<file path="src/rtl/tinyqv_periph_initiator.sv">
// TinyQV peripheral bus initiator.
// Turns single read/write commands from a valid/ready command port into
// TinyQV peripheral bus cycles, then returns the read data or a completion
// on a valid/ready response port. It stands in for the TinyQV core in the
// standalone peripheral harness and in the FPGA bring-up shell.
//
// Timing, counting from the command accept edge T:
//   read   : data_read_n = size from T+1 and held through the cycle in
//            which data_ready is sampled high; the response appears on the
//            edge after that.
//   write  : data_write_n = size for exactly one cycle (T+1). Without
//            cmd_wait the response appears at T+2. With cmd_wait the
//            initiator waits for data_ready, and captures data_in so that
//            accelerator results come back in rsp_rdata.
//   timeout: the cycle counter is 0 in the first READ/WAIT cycle. If it
//            reaches TIMEOUT while data_ready is still low, the bus is
//            released and an error response is raised on the next edge.
//            For a read this means TIMEOUT wait cycles after the strobe
//            cycle. data_ready in that same cycle still counts as success.
module tinyqv_periph_initiator #(
   parameter int unsigned TIMEOUT = 256,
   parameter int unsigned CNT_W   = 9
) (
   input  logic        clk,
   input  logic        reset,
   input  logic        cmd_valid,
   output logic        cmd_ready,
   input  logic        cmd_write,
   input  logic        cmd_wait,
   input  logic [1:0]  cmd_size,
   input  logic [5:0]  cmd_addr,
   input  logic [31:0] cmd_wdata,
   output logic        rsp_valid,
   input  logic        rsp_ready,
   output logic [31:0] rsp_rdata,
   output logic        rsp_err,
   output logic [5:0]  address,
   output logic [31:0] data_out,
   output logic [1:0]  data_write_n,
   output logic [1:0]  data_read_n,
   input  logic [31:0] data_in,
   input  logic        data_ready
);

   localparam logic [2:0] S_IDLE  = 3'd0;
   localparam logic [2:0] S_WRITE = 3'd1;
   localparam logic [2:0] S_WAIT  = 3'd2;
   localparam logic [2:0] S_READ  = 3'd3;
   localparam logic [2:0] S_RESP  = 3'd4;

   localparam logic [1:0]       BUS_IDLE    = 2'b11;
   localparam logic [1:0]       SIZE_ILLEGAL = 2'b11;
   localparam logic             TIMEOUT_EN  = (TIMEOUT != 0);
   localparam logic [CNT_W-1:0] TIMEOUT_CNT = TIMEOUT[CNT_W-1:0];
   localparam logic [CNT_W-1:0] CNT_ONE     = {{(CNT_W-1){1'b0}}, 1'b1};

   logic [2:0]       state_q, state_d;
   logic [CNT_W-1:0] cnt_q, cnt_d;
   logic [1:0]       size_q, size_d;
   logic             wait_q, wait_d;
   logic             cmd_ready_q, cmd_ready_d;
   logic [5:0]       address_q, address_d;
   logic [31:0]      data_out_q, data_out_d;
   logic [1:0]       data_write_n_q, data_write_n_d;
   logic [1:0]       data_read_n_q, data_read_n_d;
   logic             rsp_valid_q, rsp_valid_d;
   logic [31:0]      rsp_rdata_q, rsp_rdata_d;
   logic             rsp_err_q, rsp_err_d;
   logic             timeout_hit;

   // Zero-extend peripheral read data to the transfer size.
   function automatic logic [31:0] mask_to_size(input logic [31:0] d,
                                                input logic [1:0]  sz);
      logic [31:0] m;
      case (sz)
         2'b00:   m = {24'h000000, d[7:0]};
         2'b01:   m = {16'h0000, d[15:0]};
         default: m = d;
      endcase
      return m;
   endfunction

   assign timeout_hit = TIMEOUT_EN && (cnt_q == TIMEOUT_CNT);

   // Next-state logic: command accept, bus strobes, completion and timeout.
   always_comb begin
      state_d        = state_q;
      cnt_d          = cnt_q;
      size_d         = size_q;
      wait_d         = wait_q;
      address_d      = address_q;
      data_out_d     = data_out_q;
      data_write_n_d = data_write_n_q;
      data_read_n_d  = data_read_n_q;
      rsp_valid_d    = rsp_valid_q;
      rsp_rdata_d    = rsp_rdata_q;
      rsp_err_d      = rsp_err_q;

      case (state_q)
         S_IDLE: begin
            if (cmd_valid && cmd_ready_q) begin
               address_d  = cmd_addr;
               data_out_d = cmd_wdata;
               size_d     = cmd_size;
               wait_d     = cmd_write & cmd_wait;
               if (cmd_size == SIZE_ILLEGAL) begin
                  // Illegal size never reaches the bus.
                  state_d     = S_RESP;
                  rsp_valid_d = 1'b1;
                  rsp_err_d   = 1'b1;
                  rsp_rdata_d = 32'h0;
               end else if (cmd_write) begin
                  data_write_n_d = cmd_size;
                  state_d        = S_WRITE;
               end else begin
                  data_read_n_d = cmd_size;
                  cnt_d         = '0;
                  state_d       = S_READ;
               end
            end
         end

         S_WRITE: begin
            // The write strobe is a single-cycle pulse.
            data_write_n_d = BUS_IDLE;
            if (!wait_q) begin
               state_d     = S_RESP;
               rsp_valid_d = 1'b1;
               rsp_err_d   = 1'b0;
               rsp_rdata_d = 32'h0;
            end else if (data_ready) begin
               state_d     = S_RESP;
               rsp_valid_d = 1'b1;
               rsp_err_d   = 1'b0;
               rsp_rdata_d = data_in;
            end else begin
               cnt_d   = '0;
               state_d = S_WAIT;
            end
         end

         S_READ: begin
            if (data_ready) begin
               data_read_n_d = BUS_IDLE;
               state_d       = S_RESP;
               rsp_valid_d   = 1'b1;
               rsp_err_d     = 1'b0;
               rsp_rdata_d   = mask_to_size(data_in, size_q);
            end else if (timeout_hit) begin
               data_read_n_d = BUS_IDLE;
               state_d       = S_RESP;
               rsp_valid_d   = 1'b1;
               rsp_err_d     = 1'b1;
               rsp_rdata_d   = 32'h0;
            end else if (TIMEOUT_EN) begin
               cnt_d = cnt_q + CNT_ONE;
            end
         end

         S_WAIT: begin
            if (data_ready) begin
               state_d     = S_RESP;
               rsp_valid_d = 1'b1;
               rsp_err_d   = 1'b0;
               rsp_rdata_d = data_in;
            end else if (timeout_hit) begin
               state_d     = S_RESP;
               rsp_valid_d = 1'b1;
               rsp_err_d   = 1'b1;
               rsp_rdata_d = 32'h0;
            end else if (TIMEOUT_EN) begin
               cnt_d = cnt_q + CNT_ONE;
            end
         end

         S_RESP: begin
            if (rsp_ready) begin
               rsp_valid_d = 1'b0;
               state_d     = S_IDLE;
            end
         end

         default: begin
            state_d        = S_IDLE;
            data_write_n_d = BUS_IDLE;
            data_read_n_d  = BUS_IDLE;
            rsp_valid_d    = 1'b0;
         end
      endcase

      // cmd_ready is registered, so it reflects the state being entered.
      cmd_ready_d = (state_d == S_IDLE);
   end

   // State and output registers; reset abandons any transaction in flight.
   always_ff @(posedge clk) begin
      if (reset) begin
         state_q        <= S_IDLE;
         cnt_q          <= '0;
         size_q         <= 2'b00;
         wait_q         <= 1'b0;
         cmd_ready_q    <= 1'b1;
         address_q      <= 6'h00;
         data_out_q     <= 32'h0;
         data_write_n_q <= BUS_IDLE;
         data_read_n_q  <= BUS_IDLE;
         rsp_valid_q    <= 1'b0;
         rsp_rdata_q    <= 32'h0;
         rsp_err_q      <= 1'b0;
      end else begin
         state_q        <= state_d;
         cnt_q          <= cnt_d;
         size_q         <= size_d;
         wait_q         <= wait_d;
         cmd_ready_q    <= cmd_ready_d;
         address_q      <= address_d;
         data_out_q     <= data_out_d;
         data_write_n_q <= data_write_n_d;
         data_read_n_q  <= data_read_n_d;
         rsp_valid_q    <= rsp_valid_d;
         rsp_rdata_q    <= rsp_rdata_d;
         rsp_err_q      <= rsp_err_d;
      end
   end

   assign cmd_ready    = cmd_ready_q;
   assign address      = address_q;
   assign data_out     = data_out_q;
   assign data_write_n = data_write_n_q;
   assign data_read_n  = data_read_n_q;
   assign rsp_valid    = rsp_valid_q;
   assign rsp_rdata    = rsp_rdata_q;
   assign rsp_err      = rsp_err_q;

endmodule

</file>
<file path="config.mk">
export PLATFORM = sky130hd
export DESIGN_NAME = tinyqv_periph_initiator
export DESIGN_NICKNAME = d
export VERILOG_FILES = /design/src/rtl/tinyqv_periph_initiator.sv
export SDC_FILE = /design/constraint.sdc
export NUM_CORES = 1
export LEC_CHECK = 0
export CAP_MARGIN = 30
export CORE_UTILIZATION = 41
export CTS_CLUSTER_SIZE = 28
export DETAILED_ROUTE_END_ITERATION = 8
export HOLD_SLACK_MARGIN = 0.15
export PLACE_DENSITY = 0.78
export SYNTH_ARGS = -nofsm -noshare
export SYNTH_HDL_FRONTEND = slang
export SYNTH_SLANG_ARGS = --single-unit
</file>
<file path="constraint.sdc">
create_clock -name clk -period 2.4 [get_ports clk]
set_input_delay 0.36 -clock clk [delete_from_list [all_inputs] [get_ports clk]]
set_output_delay 0.36 -clock clk [all_outputs]
set_load 0.02 [all_outputs]
</file>
Word level (Yosys, flattened, before mapping)
Cells that the tools add are included.
{"block": "word_totals", "ff_bits": 92, "input_bits": 79, "out_inout_bits": 77}
{"block": "classes", "addsub": 1, "n_eq_ne": 20, "n_mux": 48, "bitwise": 3, "n_reduce_logical": 16}
{"cell": "2-to-1 mux 32 bit", "count": 7}
{"cell": "case mux 32 bit (4 select lines)", "count": 1}
{"cell": "case mux 32 bit (2 select lines)", "count": 1}
{"cell": "2-to-1 mux 9 bit", "count": 7}
{"cell": "case mux 9 bit (3 select lines)", "count": 1}
{"cell": "2-to-1 mux 3 bit", "count": 7}
{"cell": "!= test 2 bit, second input constant", "count": 10}
{"cell": "2-to-1 mux 2 bit", "count": 9}
{"cell": "AND reduction 5 bit", "count": 3}
{"cell": "case mux 3 bit (4 select lines)", "count": 1}
{"cell": "2-to-1 mux 1 bit", "count": 10}
{"cell": "adder 9 x 1 -> 9 bit, second input constant", "count": 1}
{"cell": "equality test 9 bit, second input constant", "count": 1}
{"cell": "AND reduction 4 bit", "count": 2}
{"cell": "AND reduction 8 bit", "count": 1}
{"cell": "equality test 3 x 2 -> 1 bit, second input constant", "count": 2}
{"cell": "zero test 3 bit", "count": 2}
{"cell": "!= test 3 bit, second input constant", "count": 2}
{"cell": "case mux 2 bit (3 select lines)", "count": 1}
{"cell": "OR reduction 3 bit", "count": 2}
{"cell": "case mux 1 bit (4 select lines)", "count": 1}
{"cell": "case mux 2 bit (2 select lines)", "count": 1}
{"cell": "nonzero test 4 bit", "count": 1}
{"cell": "equality test 3 x 1 -> 1 bit, second input constant", "count": 1}
{"cell": "other kinds (12)", "count": 13}

Logic depth before layout (Yosys ltp)
{"block": "depth", "word_depth": 5, "mapped_depth": 8, "ltp_nobuf": 7}

Worst setup path after synthesis
No wires, ideal clock.
{"block": "synth_timing", "path_kind": "flip-flop to flip-flop", "start": "register cmd_ready_q (netlist: cmd_ready)", "end": "register rsp_rdata_q[0] (netlist: rsp_rdata[0])", "t_arrival_ns": 2.001, "slack_ns": 0.283, "stages_incl_launch_ff": 7, "path_buffers": 1, "synth_period_minus_slack_ns": 2.117, "cell_sequence": "dfxtp_1 > nand2_1 > or3_2 > a221oi_1 > nor2_1 > buf_2 > a22o_1"}
{"block": "synth_between", "elab_chain_cells": 3}
{"element": "start: declaration", "line": "61", "rtl": "logic cmd_ready_q, cmd_ready_d;"}
{"element": "start signal: assignment", "line": "215", "rtl": "cmd_ready_q <= cmd_ready_d;"}
{"element": "logical AND 1 bit", "line": "101", "rtl": "if (cmd_valid && cmd_ready_q) begin"}
{"element": "!= test 2 bit (no line)"}
{"element": "AND reduction 4 bit (no line)"}
{"element": "end signal: assignment", "line": "221", "rtl": "rsp_rdata_q <= rsp_rdata_d;"}
{"element": "end: declaration", "line": "67", "rtl": "logic [31:0] rsp_rdata_q, rsp_rdata_d;"}
Every way passes these cells.
A chain may end at the register's enable or synchronous reset.

Worst setup path in the final report
{"block": "layout_timing", "start": "register cnt_q[0]", "end": "register rsp_rdata_q[2] (netlist: rsp_rdata[2])"}
{"block": "layout_between", "elab_chain_cells": 4}
{"element": "start: declaration", "line": "58", "rtl": "logic [CNT_W-1:0] cnt_q, cnt_d;"}
{"element": "start signal: assignment", "line": "212", "rtl": "cnt_q <= cnt_d;"}
{"element": "equality test 9 bit *", "line": "83", "rtl": "assign timeout_hit = TIMEOUT_EN && (cnt_q == TIMEOUT_CNT);"}
{"element": "2-to-1 mux 32 bit *"}
{"element": "2-to-1 mux 32 bit (on tied branches)"}
{"element": "case mux 32 bit (4 select lines) *"}
Mark *: on every way between the ends. The rest lies on a longest branch, timed or not.

==> impl_results.md <==
- Period minus WS final: 2130 ps
- Vias per cell: 5.06
- Post-Syn Area: 0.00339 sq mm
- WL final: 9080 um
- Routability cong.: 0.868
- Initial DRC count: 204
- Initial antenna violation count: 0
- Syn Area/Cell: 9.07 sq um
- Period utilization: 88.6%
- Max Clk Rate: 470 MHz
- Async SR Flop Fraction: 0%
- Mapped Cells: 374
- Final worst slack: 274 ps
- Worst reg2reg startpoint: cnt_q[0]
- Clock tree from TritonCTS: done
- Clk slew on worst S/H paths: 80 ps
- Share of layout cells above drive strength 1: 8.84%
- CP Launch Type: flip-flop
- Inserted Clock Buffers: 9
- Total negative slack: 0 ps
- GR Overflow Total: 0
- PD cells: 699 mW/mm^2
- # diodes: 0
- LEAKAGE: 1.98 nW
- Final instance area: 0.00532 sq mm
- Core area: 0.00785 sq mm
- # DRC: 0
- Reg2Reg Depth: 8
- Kind of critical path: flip-flop to flip-flop
- PortBufs: 155
- Post-CTS Setup Bufs: 0
- Post-DP HPWL: 6790 um
- Area grow syn2layout: 56.9%
- CTS Sinks: 92
- Data required time of the critical path: 2640 ps
- Htree depth: 3
- DR pass1 iterations: 4
- Pre-CTS setup slack: -34.3 ps
- R2r endpoint: rsp_rdata[2]
- Worst skew pair latency: 350 ps
- Final Setup Violations: 0
- Final Util: 67.8%
- Largest net degree at the start of global routing: 42
- Post_cts resized: 0
- Clock buffer depth: 2
- Most frequent cells in the layout: 154 x clkdlybuf4s50_1, 92 x dfxtp_1, 88 x nand2_1, 45 x a21oi_1, 32 x a22o_1
- Tot GR Track Use: 21.0%
- Reg2Reg Setup Slack: 270 ps
- Synth Register Bits: 92
- Worst Hold Path Cells: 2
- CP Data Arrival Time: 2370 ps
- I/O pin total: 156
- Sequential element share of the synthesized area: 54.3%
- DIE WIDTH: 92.9 um
- First-pass GRT wire length: 14500 um
- Status: finished clean
- Height of the die: 92.9 um
- Starting density of the core: 43.2%
- Antenna viol nets, final: 0
- Number of global-route vias before repair: 3081
- Routed wire length per instance: 14.1 um
- Hold WC Path Type: primary input to flip-flop
- Number of flops mapped to enable cells by yosys: 0
- Commonest non-fill, non-tap cell in the layout: clkdlybuf4s50_1
- Final number of hold-violating endpoints: 0
- Full die area: 0.00864 sq mm
- Pins Over Slew Limit: 0
- RSZ-0062 raised after global routing: no
- Worst slew pin tran: 756 ps
- Distinct cells, synth: 39
- Root buffer cell: clkbuf_8
- Ys Warns: 0
- DR vias: 3266
- Skew final: 9.49 ps
- Top FF cell, synth: dfxtp_1
- Hold endpoint: data_out[7]
- CP max FO: 32
- Crit. End Element: flip-flop
- Max_slew headroom: 49.6%
- DP Area: 0.00514 sq mm
- VDD IR max: 0.000488 V
- Hold_sp: reset
- Final nets: 619
- Num rows: 32
- Synth Net Count: 455
- CTS Hold Bufs: 0
- Max-Cap Viols: 0
==> layout make-up <==
class | instances | area (sq um)
Sequential cell | 92 | 1840
Multi-Input combinational cell | 252 | 1430
Inverter | 7 | 26.3
Clock buffer | 11 | 141
Timing Repair Buffer | 176 | 1720
Clock inverter | 5 | 37.5
Fill cell | 676 | 2530
Tap cell | 102 | 128
==> registers in the layout, indices dropped and copies added (netlist names) <==
register	cells
data_out	32
rsp_rdata	32
cnt_q	9
address	6
state_q	3
data_read_n	2
data_write_n	2
size_q	2
cmd_ready	1
rsp_err	1
rsp_valid	1
wait_q	1
==> critical path: stages, from the launching register on <==
cell      delay (ps)
dfxtp_1          350
inv_1             90
ha_1             140
nor4b_1          320
a21oi_1          220
a221oi_1         390
nor2_2            90
buf_12           180
a22o_1           240
==> through the flow <==
stage	total power, mW	std cells	hold WS, ps
2_1_floorplan	2.31	374	436
3_3_place_gp	2.81	629	441
3_5_place_dp	2.83	629	447
4_1_cts	3.76	645	370
5_1_grt	3.93	645	379
6_report	3.72	645	386
==> synth_stat cells (2+ instances only) <==
library cell   n  area (sq um)
xnor2_1        6          52.6
nand4_1        2          12.5
buf_2          4          20.0
nand2b_1       2          12.5
o21ai_0        3          15.0
nor4_1         5          31.3
a31o_2         2          17.5
ha_1           2          25.0
nor2_1        20          75.1
a31oi_1        2          12.5
a211oi_1       3          22.5
nor3_1         5          25.0
nor4b_1        3          26.3
or3_2          3          22.5
a21oi_1       45           225
nand3_1        7          35.0
o21a_1         2          15.0
dfxtp_1       92          1840
mux2i_1        5          50.1
clkbuf_1      17          63.8
or2_2          2          12.5
inv_1          7          26.3
a22o_1        32           280
nand2_1       88           330
==> layer usage <==
layer	share of wire, %	vias to the layer above	global-route usage (%)
li1	-	1626	-
met2	47	124	34.4
met3	8.6	14	8.54
met1	43	1502	25.5
met4	1.8	0	5.38
met5	0	-	0
==> cells by family (layout without fill, tap and decap cells) <==
logic type               count (synthesis)  after routing  synth area share (%)
AO/OA/AOI/OAI                           97             97                  19.7
adder cells (fa/ha/maj)                  2              2                 0.738
buffers and inverters                   30            199                  3.73
XOR/XNOR                                 6              6                  1.55
flip-flops                              92             92                  54.3
AND/OR/NAND/NOR                        142            142                  18.5
multiplexers                             5              5                  1.48
==> worst max path at each step <==
stage / start / to / slack, ps / cells after the start
6_report: cnt_q[0] / rsp_rdata[2] / 270 / 8
3_3_place_gp: cmd_valid / rsp_rdata[18] / 7 / 7
2_1_floorplan: cmd_ready / rsp_rdata[0] / 280 / 6
5_1_grt: cnt_q[0] / rsp_rdata[28] / 20 / 8
3_5_place_dp: cmd_valid / rsp_rdata[13] / -30 / 7
4_1_cts: cnt_q[0] / rsp_rdata[4] / 280 / 8
==> power breakdown <==
group | leakage [nW] | internal, mW | switching (mW)
clock network | 0.0855 | 0.407 | 0.522
logic | 1.14 | 0.507 | 0.542
registers | 0.748 | 1.65 | 0.0842
No activity file was read; power rests on OpenSTA's default activity.
